--- src/rtl/agc_timing_pkg.sv ---
// Shared types and default sizing for the AGC timing-pulse generator.
// Latency: n/a (types only). Backpressure: n/a.
// Defaults describe a 12-pulse memory cycle with an 8-bit cycle counter.
package agc_timing_pkg;

    typedef enum logic [1:0] {
        IDLE = 2'd0,
        RUN  = 2'd1,
        STEP = 2'd2
    } tp_state_e;

    localparam int NUM_TP_DEFAULT = 12;
    localparam int MCT_W_DEFAULT  = 8;

endpackage

--- src/rtl/agc_tp_decode.sv ---
// Turns a time-pulse index plus busy flag into a one-hot pulse vector.
// Latency: combinational; the parent registers the result. Backpressure: none.
// Out-of-range indices and idle both decode to all-zero.
module agc_tp_decode #(
    parameter int NUM_TP = 12,
    parameter int IDX_W  = 4
) (
    input  logic [IDX_W-1:0]  idx,
    input  logic              busy,
    output logic [NUM_TP-1:0] tp
);

    always_comb begin
        tp = '0;
        for (int i = 0; i < NUM_TP; i++) begin
            tp[i] = busy && (idx == IDX_W'(i));
        end
    end

endmodule

--- src/rtl/agc_timepulse_gen.sv ---
// AGC time-pulse generator: one-hot TP1..TPn per memory cycle, run/step modes, hold stretch.
// Latency: outputs registered; a run/step sampled in IDLE shows TP1 the following cycle.
// Backpressure: hold freezes the current pulse and markers for as long as it is high.
module agc_timepulse_gen
    import agc_timing_pkg::*;
#(
    parameter  int NUM_TP = NUM_TP_DEFAULT,
    parameter  int MCT_W  = MCT_W_DEFAULT,
    localparam int IDX_W  = $clog2(NUM_TP)
) (
    input  logic              clk,
    input  logic              reset_n,
    input  logic              run,
    input  logic              step,
    input  logic              hold,
    output logic [NUM_TP-1:0] tp,
    output logic [IDX_W-1:0]  tp_idx,
    output logic              cycle_start,
    output logic              cycle_end,
    output logic [MCT_W-1:0]  mct_count,
    output logic              busy
);

    localparam logic [IDX_W-1:0] LAST_IDX = IDX_W'(NUM_TP - 1);

    tp_state_e         state;
    tp_state_e         state_nxt;
    logic [IDX_W-1:0]  idx_nxt;
    logic              mct_inc;
    logic              busy_nxt;
    logic              start_nxt;
    logic              end_nxt;
    logic [NUM_TP-1:0] tp_nxt;

    always_ff @(posedge clk or negedge reset_n) begin
        if (!reset_n) begin
            state       <= IDLE;
            tp_idx      <= '0;
            tp          <= '0;
            cycle_start <= 1'b0;
            cycle_end   <= 1'b0;
            busy        <= 1'b0;
            mct_count   <= '0;
        end else begin
            state       <= state_nxt;
            tp_idx      <= idx_nxt;
            tp          <= tp_nxt;
            cycle_start <= start_nxt;
            cycle_end   <= end_nxt;
            busy        <= busy_nxt;
            if (mct_inc) begin
                mct_count <= mct_count + MCT_W'(1);
            end
        end
    end

    // A cycle always runs to TPn once started; run is only consulted at TPn.
    always_comb begin
        state_nxt = state;
        idx_nxt   = tp_idx;
        mct_inc   = 1'b0;
        case (state)
            IDLE: begin
                idx_nxt = '0;
                if (run) begin
                    state_nxt = RUN;
                end else if (step) begin
                    state_nxt = STEP;
                end
            end
            RUN, STEP: begin
                if (tp_idx > LAST_IDX) begin
                    state_nxt = IDLE;
                    idx_nxt   = '0;
                end else if (!hold) begin
                    if (tp_idx == LAST_IDX) begin
                        mct_inc   = 1'b1;
                        idx_nxt   = '0;
                        state_nxt = run ? RUN : IDLE;
                    end else begin
                        idx_nxt = tp_idx + IDX_W'(1);
                    end
                end
            end
            default: begin
                state_nxt = IDLE;
                idx_nxt   = '0;
            end
        endcase
    end

    always_comb begin
        busy_nxt  = (state_nxt != IDLE);
        start_nxt = busy_nxt && (idx_nxt == '0);
        end_nxt   = busy_nxt && (idx_nxt == LAST_IDX);
    end

    agc_tp_decode #(
        .NUM_TP (NUM_TP),
        .IDX_W  (IDX_W)
    ) u_decode (
        .idx  (idx_nxt),
        .busy (busy_nxt),
        .tp   (tp_nxt)
    );

endmodule

--- config.mk ---
export PLATFORM = sky130hd
export DESIGN_NAME = agc_timepulse_gen
export DESIGN_NICKNAME = d
export VERILOG_FILES = /design/src/rtl/agc_timing_pkg.sv /design/src/rtl/agc_tp_decode.sv /design/src/rtl/agc_timepulse_gen.sv
export SDC_FILE = /design/constraint.sdc
export NUM_CORES = 1
export LEC_CHECK = 0
export CAP_MARGIN = 20
export CORE_MARGIN = 2
export CORE_UTILIZATION = 47
export CTS_CLUSTER_DIAMETER = 150
export DETAILED_ROUTE_END_ITERATION = 10
export GPL_TIMING_DRIVEN = 0
export HOLD_SLACK_MARGIN = 0.03
export PLACE_DENSITY = 0.75
export SLEW_MARGIN = 20
export SYNTH_ARGS = -nofsm -noshare
export SYNTH_HDL_FRONTEND = slang
export SYNTH_SLANG_ARGS = --single-unit
--- constraint.sdc ---
create_clock -name clk -period 2.4 [get_ports clk]
set_input_delay 0.36 -clock clk [delete_from_list [all_inputs] [get_ports clk]]
set_output_delay 0.36 -clock clk [all_outputs]
set_load 0.005 [all_outputs]
Word-level counts from Yosys, hierarchy flattened
Cells that the tools add are included.
{"block": "totals", "register_bits": 29, "input_bits": 5, "output_inout_bits": 27, "word_cells": 55}
{"block": "op_classes", "n_addsub": 2, "n_lt_le_gt_ge": 1, "n_eq_ne": 14, "mux": 15, "n_reduce_logical": 16}
{"cell": "== test 4 bit (second input constant)", "count": 5}
{"cell": "== test 4 x 3 -> 1 bit (second input constant)", "count": 4}
{"cell": "2-to-1 mux 4 bit", "count": 4}
{"cell": "logical AND 1 bit", "count": 12}
{"cell": "2-to-1 mux 2 bit", "count": 5}
{"cell": "adder 8 x 1 -> 8 bit (second input constant)", "count": 1}
{"cell": "== test 4 x 2 -> 1 bit (second input constant)", "count": 2}
{"cell": "2-to-1 mux 1 bit", "count": 5}
{"cell": "adder 4 x 1 -> 4 bit (second input constant)", "count": 1}
{"cell": "== test 4 x 1 -> 1 bit (second input constant)", "count": 1}
{"cell": "> comparator 4 bit (second input constant)", "count": 1}
{"cell": "zero test 4 bit", "count": 1}
{"cell": "one-hot mux 2 bit (2 select lines)", "count": 1}
{"cell": "== test 2 x 1 -> 1 bit (second input constant)", "count": 1}
{"cell": "== test 2 bit (second input constant)", "count": 1}
{"cell": "zero test 2 bit", "count": 1}
{"cell": "nonzero test 2 bit", "count": 1}
{"cell": "OR reduction 2 bit", "count": 1}

Longest topological paths before layout
{"block": "logic_depth", "ltp_word": 7, "ltp_mapped": 7, "depth_no_buf": 6}

Hierarchy
A second synthesis with hierarchy kept.
{"block": "hier_totals", "hier_cells": 107, "area_unflattened_um2": 1251.2}
{"module": "agc_timepulse_gen", "n_inst": 1, "cells_per_inst": 89, "area_per_inst_um2": 1157.4, "seq_area_each_um2": 725.7}
{"module": "agc_tp_decode", "n_inst": 1, "cells_per_inst": 18, "area_per_inst_um2": 93.8, "seq_area_each_um2": 0.0}

Least setup slack after synthesis
No wires, ideal clock.
{"block": "synth_timing", "path_kind": "register -> register", "from": "register state[0]", "to": "register tp[0]", "setup_ns": 0.133, "t_arrival_ns": 1.774, "required_time_ns": 2.267, "slack_ns": 0.492, "stages_incl_launch_ff": 8, "path_buffers": 1, "period_less_slack_ns": 1.908, "cell_sequence": "dfrtp_1 inv_1 ha_1 nor2b_1 a211o_1 a221oi_2 buf_6 nor3_1"}
{"block": "synth_between", "elab_chain_cells": 6, "word_cells_on_any_way": 14, "cone_classes": "2 x eq/ne; 7 x mux; 5 x reduce/logical"}
{"item": "from (decl)", "line": "agc_timepulse_gen.sv:26", "rtl": "tp_state_e state;"}
{"item": "from (signal assigned)", "line": "agc_timepulse_gen.sv:45", "rtl": "state <= state_nxt;"}
{"item": "2-to-1 mux 2 bit", "line": "agc_timepulse_gen.sv:76", "rtl": "if (tp_idx == LAST_IDX) begin"}
{"item": "2-to-1 mux 2 bit", "line": "agc_timepulse_gen.sv:75", "rtl": "end else if (!hold) begin"}
{"item": "2-to-1 mux 2 bit", "line": "agc_timepulse_gen.sv:72", "rtl": "if (tp_idx > LAST_IDX) begin"}
{"item": "one-hot mux 2 bit (2 select lines)", "line": "agc_timepulse_gen.sv:62", "rtl": "case (state)"}
{"item": "nonzero test 2 bit", "line": "agc_timepulse_gen.sv:93", "rtl": "busy_nxt = (state_nxt != IDLE);"}
{"item": "logical AND 1 bit (*)"}
{"item": "net start_nxt", "line": "agc_timepulse_gen.sv:31", "rtl": "logic start_nxt;"}
{"item": "to (signal assigned)", "line": "agc_timepulse_gen.sv:47", "rtl": "tp <= tp_nxt;"}
{"item": "to (decl)", "line": "agc_timepulse_gen.sv:16", "rtl": "output logic [NUM_TP-1:0] tp,"}
The timed path passes the listed nets; every way through them passes the cells marked *.
A chain may end at the register's enable or synchronous reset.

Worst setup path after layout
Ends and elaborated chain as after synthesis.

==> results <==
final cells by class:
class	instances	area [um2]
fill	213	878
sequential	27	676
multi-input combinational	76	533
timing repair buffer	31	305
tap	30	37.5
buffer	4	31.3
clock buffer	3	22.5
inverter	3	11.3
clock inverter	1	5.00
cell usage in the layout, fill, tap and decap left out, drive strengths merged, types with 2 or more instances in the layout:
master	n
o21ai	3
buf	5
nand3	2
inv	3
nand2	5
mux2	2
clkbuf	3
nor2b	6
nand4	4
ha	4
clkdlybuf4s50	30
nor2	6
a21oi	3
xor2	2
and3	3
xnor2	7
nor3	12
dfrtp	27
nor3b	2
worst max-delay path by stage:
stage,from,slack [ps],to,cells past startpoint
2_1_floorplan,state[0]$_DFF_PN0_,490,tp[0]$_DFF_PN0_,7
6_report,state[0]$_DFF_PN0_,240,tp[0]$_DFF_PN0_,6
5_1_grt,state[0]$_DFF_PN0_,70,tp[0]$_DFF_PN0_,6
4_1_cts,state[0]$_DFF_PN0_,240,tp[0]$_DFF_PN0_,7
3_3_place_gp,hold,180,tp[0]$_DFF_PN0_,6
3_5_place_dp,hold,130,tp[0]$_DFF_PN0_,6
Yosys cell counts, types with 2 or more instances:
master | instances | area [um2]
xor2_1 | 2 | 17.5
nand4_1 | 4 | 25.0
nand3_1 | 2 | 10.0
nor3b_1 | 2 | 15.0
nor2_1 | 6 | 22.5
ha_1 | 4 | 50.1
mux2_2 | 2 | 22.5
nor3_1 | 11 | 55.1
inv_1 | 3 | 11.3
buf_4 | 2 | 15.0
nor2b_1 | 5 | 31.3
and3_1 | 3 | 18.8
dfrtp_1 | 27 | 676
nand2_1 | 5 | 18.8
o21ai_0 | 3 | 15.0
a21oi_1 | 3 | 15.0
xnor2_1 | 7 | 61.3
cells by family (layout without fill, tap and decap cells):
family,count (synthesis),count (layout),share of synthesized area
AOI/OAI and AO/OA,13,13,0.0760
xor gates and xnor gates,9,9,0.0630
adders and majority gates,4,4,0.0400
DFF,27,27,0.540
buffers and inverters,7,42,0.0340
and+or+nand+nor,48,48,0.229
muxes,2,2,0.0180
power groups by stage:
stage	logic, W	clock network (W)	registers (W)
after floorplan	0.000459	0	0.000584
after CTS	0.000692	0.000200	0.000586
after global placement	0.000664	0	0.000585
after global routing	0.000766	0.000218	0.000592
final	0.000689	0.000197	0.000583
after detailed placement	0.000689	0	0.000594
routing by layer:
metal / vias to the layer above / track usage / share of wire / wire length, um
met4: 0 / 0.0941 / 0.024 / 58
met3: 5 / 0.0302 / 0.053 / 127
li1: 455 / - / - / -
met1: 466 / 0.215 / 0.45 / 1080
met2: 31 / 0.269 / 0.47 / 1130
met5: - / 0 / 0 / 0
registers in the layout, indices dropped and copies added (netlist names):
name	cells
mct_count	8
busy	1
cycle_end	1
state	2
tp	11
tp_idx	4
metrics by stage:
step	hold slack, ps	utilization	std cells	total power, W	area [um2]
final	-8.97	0.649	175	0.00147	1620
after global placement	462	0.640	171	0.00125	1600
after detailed placement	469	0.640	171	0.00128	1600
after CTS	488	0.651	175	0.00148	1630
after floorplan	64.4	-	110	0.00104	1250
after global routing	35.6	0.649	175	0.00158	1620
==> results_dict.tcl <==
set metrics [dict create \
    timing.final.crit_share 0.901 \
    start_util 0.501 \
    crit_type "flip-flop to flip-flop" \
    core_um2 2500 \
    post_cts_resized 0 \
    p_leak_nw 0.721 \
    synthFlopType "dfrtp_1" \
    htree_levels 1 \
    maxSlewHeadroom 0.618 \
    p_clk_frac 0.134 \
    antenna_found_initial 0 \
    die_width_um 55.6 \
    place_ws_ps 126 \
    clk_pin_slew_ps 150 \
    rr_worst_depth 6 \
    p_int_w 0.000926 \
    synth-seq-cells 27 \
    critical-path-slowest-cell "dfrtp_1" \
    dp_hpwl_mm 1.88 \
    ir_drop_uv 657 \
    crit_chain "inv_1 -> ha_1 -> nor2b_1 -> a21oi_1 -> o221ai_1 -> nor3_1" \
    die-area_um2 3090 \
    routed_wl_mm 2.39 \
    p_sw_w 0.000542 \
    grt_pass1_vias 901 \
    syn_area_um2 1250 \
    cts_hold_buf 0 \
    max_freq_mhz 462 \
    status "finished with violations" \
    syn_inst 110 \
    viasPerCell 5.47 \
    yosysUniqueCellTypes 36 \
    tritoncts "yes" \
    drc 0 \
    fin_hold_ws_ps -8.97 \
    ant_nets 0 \
    grt_max_degree 28 \
    cp_num_buf_inv 1 \
    gp_congestion 0.823 \
    antenna_cells 0 \
    cts_buffer_depth 2 \
    fin_nets 155 \
    first_iter_violations 14 \
    cp-end-kind "flip-flop" \
    slowest_delay_ps 430 \
    r2r_start "state[0]$_DFF_PN0_" \
    clock_latency_ps 340 \
    r2r_end "tp[0]$_DFF_PN0_" \
    firstDrtPassIters 4 \
    area_growth_pct 29.6 \
    cts_setup_buffers 0 \
    worstHoldPathType "primary input to async pin" \
    portBuffers 31 \
    overflow 0 \
    path_max_fanout 8 \
    drive_above_1_share 0.124 \
    die_h_um 55.6 \
    cts.sinks 27 \
    wl_per_cell_um 13.6 \
    p_sw_frac 0.369 \
    rrSetupSlack_ps 240 \
    max_slew.worst_pin.slew_ps 574 \
    synthArstFlopShare 1.00 \
    io_pins 32 \
    seq_area_frac_synth 0.540 \
    period_needed_ps 2160 \
    root_buffer "clkbuf_4" \
    setup_slack_ps 237 \
    synth_nets 119 \
    pwr-share-comb 0.469 \
    violations "hold timing" \
    hold_viol_final 15 \
    avgSynthCellArea_um2 11.4 \
    power_per_cell_area_nw_per_um2 906 \
    setup.worst_path.start_class "flip-flop" \
    yosysWarnings 0 \
    drv_slew 0 \
    grt.total_usage 0.168 \
    setup_viol 0 \
    vias 957 \
    rsz0062_at_grt "no" \
    cp_data_arrival_time_ps 2410 \
    synth_edf_count 0 \
    critPathRequiredTime_ps 2640 \
    drv_cap 0 \
    cp_top_family "compound AO/OA/AOI/OAI gates" \
    skew_ps 19.8 \
    pwr-share-seq 0.397 \
    rows 18 \
    grt_pass1_wl_mm 3.97 \
    fin_setup_tns_ps 0 \
    cts_buffers 3 \
]
No activity file was read; power rests on OpenSTA's default activity.
